<file path="config.mk">
export PLATFORM = sky130hd
export DESIGN_NAME = alu_exec_unit
export DESIGN_NICKNAME = d
export VERILOG_FILES = /design/src/rtl/alu_exec_unit.sv
export SDC_FILE = /design/constraint.sdc
export NUM_CORES = 1
export LEC_CHECK = 0
export BUFFER_PORTS_ARGS = -buffer_cell sky130_fd_sc_hd__clkbuf_2
export CORE_ASPECT_RATIO = 2
export CORE_MARGIN = 1
export CORE_UTILIZATION = 55
export CTS_CLUSTER_SIZE = 16
export DETAILED_ROUTE_END_ITERATION = 16
export MAX_ROUTING_LAYER = met4
export PLACE_DENSITY = 0.76
export SETUP_SLACK_MARGIN = 0.5
export SYNTH_ARGS = -nofsm -noshare
export SYNTH_HDL_FRONTEND = slang
export SYNTH_SLANG_ARGS = --single-unit
</file>
<file path="constraint.sdc">
create_clock -name clk -period 4.35 [get_ports clk]
set_input_delay 0.2175 -clock clk [delete_from_list [all_inputs] [get_ports clk]]
set_output_delay 0.2175 -clock clk [all_outputs]
set_load 0.005 [all_outputs]
</file>
<file path="src/rtl/alu_exec_unit.sv">
// Execute-stage ALU with a valid/ready handshake on both sides.
// Logic and arithmetic ops, compares and branch conditions complete in one cycle.
// Shifts step one bit per cycle through the SHIFT state.
// Optional build macro FAST_SHIFT_EN replaces the iterative shifter with a
// single-cycle barrel shifter, which makes every op single-cycle.
module alu_exec_unit #(
  parameter int DATA_WIDTH = 32,
  parameter int SHAMT_W    = $clog2(DATA_WIDTH)
) (
  input  logic                  clk,
  input  logic                  reset,
  input  logic                  in_valid,
  output logic                  in_ready,
  input  logic [3:0]            Operation,
  input  logic [DATA_WIDTH-1:0] SrcA,
  input  logic [DATA_WIDTH-1:0] SrcB,
  output logic                  out_valid,
  input  logic                  out_ready,
  output logic [DATA_WIDTH-1:0] ALUResult,
  output logic                  BranchTaken
);

  localparam logic [3:0] OP_AND = 4'b0000;
  localparam logic [3:0] OP_XOR = 4'b0001;
  localparam logic [3:0] OP_SUB = 4'b0010;
  localparam logic [3:0] OP_OR  = 4'b0011;
  localparam logic [3:0] OP_ADD = 4'b0100;
  localparam logic [3:0] OP_BGE = 4'b0101;
  localparam logic [3:0] OP_BNE = 4'b0110;
  localparam logic [3:0] OP_SRA = 4'b0111;
  localparam logic [3:0] OP_BEQ = 4'b1000;
  localparam logic [3:0] OP_SLL = 4'b1001;
  localparam logic [3:0] OP_LUI = 4'b1010;
  localparam logic [3:0] OP_SRL = 4'b1100;
  localparam logic [3:0] OP_BLT = 4'b1101;
  localparam logic [3:0] OP_SLT = 4'b1110;

  typedef enum logic [1:0] {
    IDLE  = 2'b00,
    SHIFT = 2'b01,
    DONE  = 2'b10
  } state_t;

  state_t                state_r;
  logic [DATA_WIDTH-1:0] result_r;
  logic                  branch_r;
  logic                  valid_r;
  logic [SHAMT_W-1:0]    count_r;
  logic [3:0]            op_r;

  logic [SHAMT_W-1:0]    shamt_s;
  logic                  is_shift_s;
  logic                  load_iter_s;
  logic                  fire_s;
  logic                  in_ready_s;
  logic                  lt_s;
  logic [DATA_WIDTH-1:0] res_s;
  logic                  cond_s;

  // One-bit step of the iterative shifter; SRA replicates the sign bit.
  function automatic logic [DATA_WIDTH-1:0] shift_step(input logic [3:0] op,
                                                       input logic [DATA_WIDTH-1:0] v);
    case (op)
      OP_SLL:  shift_step = {v[DATA_WIDTH-2:0], 1'b0};
      OP_SRL:  shift_step = {1'b0, v[DATA_WIDTH-1:1]};
      OP_SRA:  shift_step = {v[DATA_WIDTH-1], v[DATA_WIDTH-1:1]};
      default: shift_step = v;
    endcase
  endfunction

  assign shamt_s    = SrcB[SHAMT_W-1:0];
  assign is_shift_s = (Operation == OP_SLL) || (Operation == OP_SRL) || (Operation == OP_SRA);
  assign lt_s       = $signed(SrcA) < $signed(SrcB);
  // A new op is accepted when idle, or when the held result leaves this same cycle.
  assign in_ready_s = !reset && ((state_r == IDLE) || ((state_r == DONE) && out_ready));
  assign fire_s     = in_valid && in_ready_s;

`ifdef FAST_SHIFT_EN
  assign load_iter_s = 1'b0;
`else
  assign load_iter_s = is_shift_s && (shamt_s != {SHAMT_W{1'b0}});
`endif

  // Single-cycle result and branch condition for the op presented at the inputs.
  always_comb begin
    res_s  = {DATA_WIDTH{1'b0}};
    cond_s = 1'b0;
    case (Operation)
      OP_AND: res_s = SrcA & SrcB;
      OP_XOR: res_s = SrcA ^ SrcB;
      OP_OR:  res_s = SrcA | SrcB;
      OP_ADD: res_s = SrcA + SrcB;
      OP_SUB: res_s = SrcA - SrcB;
      OP_SLT: res_s = {{(DATA_WIDTH-1){1'b0}}, lt_s};
      OP_LUI: res_s = SrcB;
`ifdef FAST_SHIFT_EN
      OP_SLL: res_s = SrcA << shamt_s;
      OP_SRL: res_s = SrcA >> shamt_s;
      OP_SRA: res_s = $signed(SrcA) >>> shamt_s;
`else
      // Only reached with a zero shift amount; non-zero amounts go to SHIFT.
      OP_SLL, OP_SRL, OP_SRA: res_s = SrcA;
`endif
      OP_BEQ: cond_s = (SrcA == SrcB);
      OP_BNE: cond_s = (SrcA != SrcB);
      OP_BLT: cond_s = lt_s;
      OP_BGE: cond_s = !lt_s;
      default: begin
        res_s  = {DATA_WIDTH{1'b0}};
        cond_s = 1'b0;
      end
    endcase
    if ((Operation == OP_BEQ) || (Operation == OP_BNE) ||
        (Operation == OP_BLT) || (Operation == OP_BGE)) begin
      res_s = {{(DATA_WIDTH-1){1'b0}}, cond_s};
    end else begin
      res_s = res_s;
    end
  end

  // Handshake FSM: accept, iterate shifts, hold the result until it is taken.
  always_ff @(posedge clk or posedge reset) begin
    if (reset) begin
      state_r  <= IDLE;
      result_r <= {DATA_WIDTH{1'b0}};
      branch_r <= 1'b0;
      valid_r  <= 1'b0;
      count_r  <= {SHAMT_W{1'b0}};
      op_r     <= 4'b0000;
    end else if (fire_s) begin
      if (load_iter_s) begin
        state_r  <= SHIFT;
        result_r <= SrcA;
        count_r  <= shamt_s;
        op_r     <= Operation;
        branch_r <= 1'b0;
        valid_r  <= 1'b0;
      end else begin
        state_r  <= DONE;
        result_r <= res_s;
        branch_r <= cond_s;
        valid_r  <= 1'b1;
      end
    end else begin
      case (state_r)
        IDLE: begin
          state_r <= IDLE;
        end
        SHIFT: begin
          result_r <= shift_step(op_r, result_r);
          count_r  <= count_r - SHAMT_W'(1);
          if (count_r == SHAMT_W'(1)) begin
            state_r <= DONE;
            valid_r <= 1'b1;
          end
        end
        DONE: begin
          if (out_ready) begin
            state_r <= IDLE;
            valid_r <= 1'b0;
          end
        end
        default: begin
          state_r <= IDLE;
          valid_r <= 1'b0;
        end
      endcase
    end
  end

  assign in_ready    = in_ready_s;
  assign out_valid   = valid_r;
  assign ALUResult   = result_r;
  assign BranchTaken = branch_r;

endmodule
</file>
After elaboration in Yosys (flattened, before gate mapping)
Index checks and enable logic that the tools add are counted.
{"block": "totals", "regBits": 45, "inputBits": 72, "output_inout_bits": 35, "wordCells": 86}
{"block": "op_classes", "add_sub_neg": 3, "order_cmp": 1, "n_eq_ne": 26, "n_mux": 21, "n_bitwise": 3, "reduce_logical": 25}
{"op": "one-hot mux 32 bit (8 select lines)", "count": 1}
{"op": "two-way mux 32 bit", "count": 4}
{"op": "one-hot mux 32 bit (3 select lines)", "count": 1}
{"op": "adder 32 bit", "count": 1}
{"op": "AND 32 bit", "count": 1}
{"op": "equality test 32 bit", "count": 1}
{"op": "equality test 4 bit (second input constant)", "count": 8}
{"op": "< comparator 32 bit", "count": 1}
{"op": "!= test 32 bit", "count": 1}
{"op": "OR 32 bit", "count": 1}
{"op": "subtractor 32 bit", "count": 1}
{"op": "XOR 32 bit", "count": 1}
{"op": "equality test 4 x 3 -> 1 bit (second input constant)", "count": 5}
{"op": "two-way mux 5 bit", "count": 3}
{"op": "equality test 4 x 2 -> 1 bit (second input constant)", "count": 2}
{"op": "two-way mux 2 bit", "count": 4}
{"op": "AND reduction 2 bit", "count": 4}
{"op": "logical OR 1 bit", "count": 6}
{"op": "!= test 2 bit (second input constant)", "count": 3}
{"op": "!= test 3 bit (second input constant)", "count": 2}
{"op": "AND reduction 3 bit", "count": 2}
{"op": "equality test 5 x 1 -> 1 bit (second input constant)", "count": 1}
{"op": "two-way mux 1 bit", "count": 5}
{"op": "nonzero test 5 bit", "count": 1}
{"op": "15 further kinds", "count": 19}

Logic depth before layout (Yosys ltp)
Gate-level depths: netlist of run 1.
{"block": "depth", "word_depth": 7, "mapped_depth": 13, "mapped_depth_nobuf": 13}

Least setup slack after synthesis of run 1
No wires, ideal clock.
{"block": "synth_path", "path_type": "input -> register", "startpoint": "input port SrcA[0]", "endpoint": "register result_r[0] (netlist: ALUResult[0])", "setup_ns": 0.138, "arrival_time_ns": 2.827, "slack_ns": 1.385, "path_stages": 13, "n_path_buf": 0, "cell_sequence": "inv_1 > ha_1 > inv_1 > fa_1 > nor2b_1 > o311ai_2 > a21oi_1 > a2111oi_4 > o221ai_2 > nor2b_1 > o31ai_2 > mux2i_1 > nand4_1"}
{"block": "synth_between", "elab_chain_cells": 6, "elab_cells_between_ends": 14, "cone_classes": "2 x add/sub; 1 x order compare; 2 x eq/ne; 5 x mux; 3 x bitwise; 1 x reduce/logical"}
{"item": "start, declared", "line": "15", "source": "input logic [DATA_WIDTH-1:0] SrcA,"}
{"item": "< comparator 32 bit", "line": "73", "source": "assign lt_s = $signed(SrcA) < $signed(SrcB);"}
{"item": "zero test 1 bit", "line": "107", "source": "OP_BGE: cond_s = !lt_s;"}
{"item": "one-hot mux 1 bit (4 select lines)", "line": "88", "source": "case (Operation)"}
{"item": "two-way mux 32 bit", "line": "113", "source": "if ((Operation == OP_BEQ) || (Operation == OP_BNE) ||"}
{"item": "two-way mux 32 bit (*)", "line": "131", "source": "if (load_iter_s) begin"}
{"item": "two-way mux 32 bit (*)", "line": "130", "source": "end else if (fire_s) begin"}
{"item": "end signal, assigned", "line": "125", "source": "result_r <= {DATA_WIDTH{1'b0}};"}
{"item": "end signal, assigned", "line": "133", "source": "result_r <= SrcA;"}
{"item": "end signal, assigned", "line": "140", "source": "result_r <= res_s;"}
{"item": "end, declared", "line": "45", "source": "logic [DATA_WIDTH-1:0] result_r;"}
Every way passes the cells marked *; elsewhere a longest branch is shown, timed or not.
A chain may end at the register's enable or synchronous reset.

Final worst setup path of run 1
{"block": "layout_path", "startpoint": "register state_r[1]", "endpoint": "register result_r[29] (netlist: ALUResult[29])"}
{"block": "layout_between", "elab_chain_cells": 7, "elab_cells_between_ends": 11, "cone_classes": "2 x eq/ne; 1 x mux; 8 x reduce/logical"}
{"item": "start, declared", "line": "44", "source": "state_t state_r;"}
{"item": "start signal, assigned", "line": "124", "source": "state_r <= IDLE;"}
{"item": "start signal, assigned", "line": "132", "source": "state_r <= SHIFT;"}
{"item": "start signal, assigned", "line": "139", "source": "state_r <= DONE;"}
{"item": "equality test 2 bit", "line": "75", "source": "assign in_ready_s = !reset && ((state_r == IDLE) || ((state_r == DONE) && out_ready));"}
{"item": "logical AND 1 bit", "line": "75"}
{"item": "logical OR 1 bit", "line": "75"}
{"item": "logical AND 1 bit", "line": "75"}
{"item": "logical AND 1 bit", "line": "76", "source": "assign fire_s = in_valid && in_ready_s;"}
{"item": "nonzero test 4 bit (no line) or nonzero test 2 bit (tied branches)"}
{"item": "AND reduction 2 bit (no line)"}
Parallel ways exist; a longest one is shown, timed or not.

==> metrics.md, run 1 <==
| Metric | Value |
|---|---|
| Synth Warn # | `0` |
| CTS tree | `built` |
| Die X | `88.72 um` |
| CP Launch Type | `flop` |
| Number of setup violations in the final report | `0` |
| Clock Path Buffers | `2` |
| Relative slew slack | `0.2590` |
| Final Cell Area | `0.009034 mm2` |
| Area of the multi-input gates | `0.006364 mm2` |
| Largest area contributor in the netlist | `ha_1` |
| Hold Crit Class | `input pin to async pin` |
| Worst-path clk slew | `70 ps` |
| Postcts setup bufs | `0` |
| Failing checks | `DRC` |
| Via count | `9866` |
| Critical Path Sink Type | `flop` |
| Pwr dens | `335.5 mW/mm2` |
| Initial Util | `0.5612` |
| DP HPWL | `23750 um` |
| Vias in the first global route | `9685` |
| Number of hold buffers added after CTS | `0` |
| Drt via density | `6.894` |
| RSZ-0062 raised after global routing | `no` |
| Number of I/O pins | `107` |
| Most frequent cells in the layout | `nand2_1 (147), a21oi_1 (127), clkbuf_2 (106), inv_1 (101), ha_1 (101)` |
| Fin nets | `1407` |
| Initial antenna violation count | `3` |
| Seq/Total Area, Yosys | `0.1361` |
| Slew @ Worst Pin | `1110 ps` |
| GR Util All Layers | `0.4645` |
| TritonCTS buffer count | `5` |
| Worst EP required | `4530 ps` |
| Clk root buf | `clkbuf_16` |
| Synth cell types | `88` |
| Post-DR wirelength/cell | `23.44 um` |
| Congestion Overflow GR | `0` |
| 1st-iter DRT viols | `1211` |
| Avg Inst Size Synth | `7.065 um2` |
| Largest cells by area after synthesis | `ha_1 (15%), dfrtp_1 (14%), a21oi_1 (7.7%)` |
| Commonest non-fill, non-tap cell in the layout | `nand2_1` |
| DP Area | `0.008865 mm2` |
| CP Class | `flop to flop` |
| Largest net degree at the start of global routing | `46` |
| #FFs+latches synth | `45` |
| GPL Wtd Cong | `1.059` |
| Max Cap Viol | `0` |
| Syn nets | `1346` |
| Clock latency at the later pin of the worst-skew pair | `310 ps` |
| Final Cycle Share | `0.7869` |
| Crit path time final | `3423 ps` |
| Row cnt | `63` |
| Drt pass-1 iters | `12` |
| Netlist Area Pre-Place | `0.008273 mm2` |
| Clk sinks | `45` |
| Final Hold Fails | `0` |
| Mapped Cells | `1171` |
| Fillcell total | `1473` |
| Syn-to-layout area delta | `9.195%` |
| FFs w/ async S/R, synth | `1.000` |
| Core area | `0.01474 mm2` |
| Pins Over Slew Limit | `0` |
| Status | `finished, violations left` |
| Peak VDD IR | `0.1765 mV` |
| Post-route setup TNS | `0 ps` |
| # port buffers | `106` |
| Post-synth EDFFs | `0` |
| Static Leak | `4.115 nW` |
| Die ar. | `0.01557 mm2` |
| Clk_skew | `4.556 ps` |
| Top-area cell type share of the netlist area | `0.1528` |
| H-tree Lvls | `2` |
| CP arrival | `3610 ps` |
| Die H | `175.4 um` |
| Post-CTS sizing | `0` |
| First-pass GRT wire length | `52040 um` |
| Layout cell share with drive strength beyond 1 | `0.1403` |
| Remaining DRCs | `1` |
| Reg area | `0.001126 mm2` |
| Antenna Violating Nets Remaining | `0` |
| CP Max Fanout | `23` |
| Fmax | `292.1 MHz` |
| Synth Flop Type | `dfrtp_1` |
| Total wire length | `33540 um` |
[flip-flops by register name (all words and copies together), names as in the netlist]
| register | flops |
|---|---|
| ALUResult | 32 |
| op_r | 4 |
| BranchTaken | 1 |
| out_valid | 1 |
| count_r | 5 |
| state_r | 2 |
[synthesized netlist by cell type, types with 9 or more instances]
library cell  count
ha_1            101
o21bai_1         12
inv_1           102
nor2b_1           9
clkbuf_1         59
or3_1             9
o22ai_1          13
o221ai_1         10
nand2b_1         13
a31oi_1          15
mux2i_1          14
a221o_1           9
o21ai_0          76
buf_6             9
dfrtp_1          45
nor4_1           12
a21oi_1         128
a21o_1           14
nand3_1          19
xnor2_1          13
o211ai_1         18
a22oi_1          14
a221oi_1         26
nor3_1           23
nand2_1         147
a222oi_1         20
o21ai_1          15
nor2_1           86
[worst paths after layout]
check,end,startpoint,slack (ps),cells past startpoint
max,ALUResult[29],state_r[1],930,11
min,ALUResult[25],reset,190,2
max reg2reg,ALUResult[29],state_r[1],930,11
min reg2reg,out_valid,out_valid,520,1
max in group asynchronous,ALUResult[9],reset,3470,2
min in group clk,state_r[1],out_ready,230,3
[metal layers]
layer,global-route usage,vias up,share of wire
li1,-,4423,-
met1,0.4584,4542,0.32
met2,0.6962,640,0.47
met3,0.1607,261,0.11
met4,0.4274,0,0.11
met5,-,-,0
[power breakdown]
group	total, W	switching, W	leakage [nW]	internal [W]
clock	0.000446	0.000201	0.0799	0.000245
combinational	0.00172	0.00105	3.50	0.000678
sequential	0.000860	0.000249	0.532	0.000611
[logic make-up (layout without fill, tap and decap cells)]
group,Yosys count,in the layout,share of synthesized area
xor gates and xnor gates,17,17,0.01800
other,0,3,0
muxes,15,15,0.01830
DFF,45,45,0.1361
adders and majority gates,103,103,0.1576
buffers and inverters,184,246,0.09755
AOI/OAI and AO/OA,448,448,0.3708
and+or+nand+nor,359,359,0.2016
[critical path, cell delays in order (launching register included)]
cell	delay [ps]
dfrtp_1	380
nor2b_1	150
nor3_1	260
and2_1	490
buf_4	340
or2_1	140
buf_4	330
nand2_1	430
o22ai_1	420
nor4_1	100
mux2i_1	150
o211ai_1	100
[layout make-up]
type	count	share of cell area
well taps	195	0.02701
repair buffers	135	0.08283
clock inverters	1	0.0005540
inverters	103	0.04280
multi-input cells	942	0.7044
diodes	3	0.0008310
flip-flops and latches	45	0.1247
clock buffers	7	0.01690
[stage by stage]
step	setup WS (ps)	instances	util	power, W	hold slack [ps]
after CTS	1138	1428	0.6121	0.002956	230.3
after global placement	901.7	1420	0.6014	0.002475	498.4
after global routing	820.9	1431	0.6129	0.003250	235.4
after floorplan	1385	1171	-	0.001903	410.9
after detailed placement	819.5	1420	0.6014	0.002508	506.4
final	927.0	1431	0.6129	0.003030	190.7
Note: power is estimated with default switching activity, not from simulation.
==> run 2: changes to the inputs <==
Clock period 4.35 ns to 3.6 ns, I/O delays scaled along.
==> metrics.md, run 2 (synthesis results as in run 1) <==
| Metric | Value |
|---|---|
| Max FFs per register | `32 (unchanged)` |
| Antenna Violating Nets Remaining | `0 (unchanged)` |
| Total wire length | `35750 um (was 33540 um)` |
| CP top delay family | `compound AO/OA/AOI/OAI gates (was simple AND/OR/NAND/NOR gates)` |
| CP Launch Type | `input pin (was flop)` |
| Pins Over Slew Limit | `0 (unchanged)` |
| First-pass GRT wire length | `54610 um (was 52040 um)` |
| Worst setup startpoint | `SrcB[0] (was state_r[1])` |
| Final instance count without filler cells | `1450 (was 1431)` |
| Post-route setup TNS | `0 ps (unchanged)` |
| Congestion Overflow GR | `0 (unchanged)` |
| Critical Path Most Common Cell | `a31oi_1 (was buf_4)` |
| Most frequent cells in the layout | `nand2_1 (147), a21oi_1 (125), clkbuf_2 (106), inv_1 (101), ha_1 (101) (was nand2_1 (147), a21oi_1 (127), clkbuf_2 (106), inv_1 (101), ha_1 (101))` |
| Clk sinks | `45 (unchanged)` |
| Slew @ Worst Pin | `1043 ps (was 1110 ps)` |
| Initial Util | `0.5612 (unchanged)` |
| Vias in the first global route | `10.01k (was 9685)` |
| Largest net degree at the start of global routing | `40 (was 46)` |
| Setup WS pre-CTS | `383.4 ps (was 819.5 ps)` |
| Die H | `175.4 um (unchanged)` |
| Worst R2R Start | `op_r[1] (was state_r[1])` |
| Relative slew slack | `0.3048 (was 0.2590)` |
| TritonCTS buffer count | `5 (unchanged)` |
| Final Hold Fails | `0 (unchanged)` |
| Drt via density | `6.948 (was 6.894)` |
| CP Class | `input pin to flop (was flop to flop)` |
| Remaining DRCs | `0 (was 1)` |
| Max incr delay on CP | `490 ps (about the same)` |
| Hold Crit Class | `input pin to flop (was input pin to async pin)` |
| Critical-path top delay cell | `or4b_1 (was and2_1)` |
| Max Cap Viol | `0 (unchanged)` |
| Fin nets | `1428 (was 1407)` |
| CP Max Fanout | `5 (was 23)` |
| Layout cell share with drive strength beyond 1 | `0.1572 (was 0.1403)` |
| DP HPWL | `25860 um (was 23750 um)` |
| Clk root buf | `clkbuf_16 (unchanged)` |
| Fmax | `336.6 MHz` |
| H-tree Lvls | `2 (unchanged)` |
| Peak VDD IR | `0.2122 mV (was 0.1765 mV)` |
| Static Leak | `4.220 nW (was 4.115 nW)` |
| Worst-path clk slew | `80 ps (was 70 ps)` |
| 1st-iter DRT viols | `1015 (was 1211)` |
| CP arrival | `3220 ps (was 3610 ps)` |
| Clock Path Buffers | `2 (unchanged)` |
| # port buffers | `106 (unchanged)` |
| Clock latency at the later pin of the worst-skew pair | `320 ps (was 310 ps)` |
| Number of I/O pins | `107 (unchanged)` |
| Initial antenna violation count | `2 (was 3)` |
| RSZ-0062 raised after global routing | `no (unchanged)` |
| Drt pass-1 iters | `9 (was 12)` |
| Die ar. | `0.01557 mm2 (unchanged)` |
| Worst setup margin | `629.5 ps (was 927.0 ps)` |
| Worst EP required | `3850 ps (was 4530 ps)` |
| Post-DR wirelength/cell | `24.66 um (was 23.44 um)` |
| GPL Wtd Cong | `1.072 (was 1.059)` |
| Clk_skew | `8.987 ps (was 4.556 ps)` |
| Hold_sp | `out_ready` |
| Die X | `88.72 um (unchanged)` |
| Crit path time final | `2971 ps` |
| Via count | `10.07k (was 9866)` |
| CP cell instances | `clkbuf_2 -> ha_1 -> inv_1 -> fa_1 -> nand2b_1 -> a21o_1 -> a31oi_1 -> a41o_1 -> o41ai_2 -> o21ai_1 -> a31oi_1 -> or4b_1 -> nand3_1 (was nor2b_1 -> nor3_1 -> and2_1 -> buf_4 -> or2_1 -> buf_4 -> nand2_1 -> o22ai_1 -> nor4_1 -> mux2i_1 -> o211ai_1)` |
| Syn-to-layout area delta | `11.49% (was 9.195%)` |
| Cells after DPL | `1439 (was 1420)` |
| Status | `finished, final reports clean (was finished, violations left)` |
| CTS tree | `built (unchanged)` |
| Final Cycle Share | `0.8251` |
| Pwr dens | `408.0 mW/mm2 (was 335.5 mW/mm2)` |
| WP buf/inv | `2 (unchanged)` |
| GR Util All Layers | `0.4898 (was 0.4645)` |
| Row cnt | `63 (unchanged)` |
| Commonest non-fill, non-tap cell in the layout | `nand2_1 (unchanged)` |
| Core area | `0.01474 mm2 (unchanged)` |
| Number of setup violations in the final report | `0 (unchanged)` |
| Critical Path Sink Type | `flop (unchanged)` |
## run 2: cell types whose count changed in the layout (fill, tap and decap cells not counted), sizes merged
cell,change
clkbuf,-2
buf,+20
diode,-1
dlygate4sd3,+1
bufinv,+1
## run 2: worst paths after layout
| path | end | slack (ps) | depth (start not counted) |
|---|---|---|---|
| setup / recovery | ALUResult[30] | 630 | 13 |
| hold / removal | state_r[1] | 190 | 3 |
| setup reg to reg | ALUResult[29] | 650 | 10 |
| hold reg to reg | out_valid | 510 | 1 |
| max in group asynchronous | ALUResult[1] | 2340 | 4 |
| min in group asynchronous | ALUResult[25] | 430 | 3 |
## run 2: tightest hold or removal path, cell delays in order
cell and delay (ps):
clkbuf_2 90, nor3_1 40, o21a_1 160
## run 2: layout make-up
| type | instances | area, um2 |
|---|---|---|
| fillers | 1423 | 5517 |
| diodes | 2 | 5.005 |
| well taps | 195 | 244.0 |
| repair buffers | 156 | 908.4 |
| flip-flops and latches | 45 | 1126 |
| inverters | 103 | 386.6 |
| clock buffers | 5 | 125.1 |
| clock inverters | 2 | 35.03 |
| multi-input cells | 942 | 6394 |
## run 2: per-stage QoR
| stage | hold slack [ps] | total power (W) | util | cell area, um2 |
|---|---|---|---|---|
| 2_1_floorplan | 373.4 | 0.002299 | - | 8273 |
| 3_3_place_gp | 240.2 | 0.003041 | 0.6111 | 9007 |
| 3_5_place_dp | 236.7 | 0.003072 | 0.6111 | 9007 |
| 4_1_cts | 199.8 | 0.003647 | 0.6226 | 9178 |
| 5_1_grt | 214.8 | 0.004003 | 0.6258 | 9224 |
| 6_report | 193.0 | 0.003763 | 0.6258 | 9224 |
## run 2: layer usage
layer / GRT usage / share of wire
met4: 0.4738 / 0.11
met2: 0.7494 / 0.47
met3: 0.1847 / 0.11
met5: - / 0
met1: 0.4498 / 0.32
## run 2: what timing repair did
item,CTS,global route
hold buffers,1,0
hold endpoints to repair,17,0
resized for setup,0,8
setup buffers,0,1
setup endpoints to repair,0,16
## run 2: power breakdown
part	total [W]	internal (W)	switching, W
Clock	0.000576	0.000324	0.000252
Sequential	0.00104	0.000738	0.000298
Combinational	0.00215	0.000844	0.00131
Total	0.00376	0.00191	0.00186
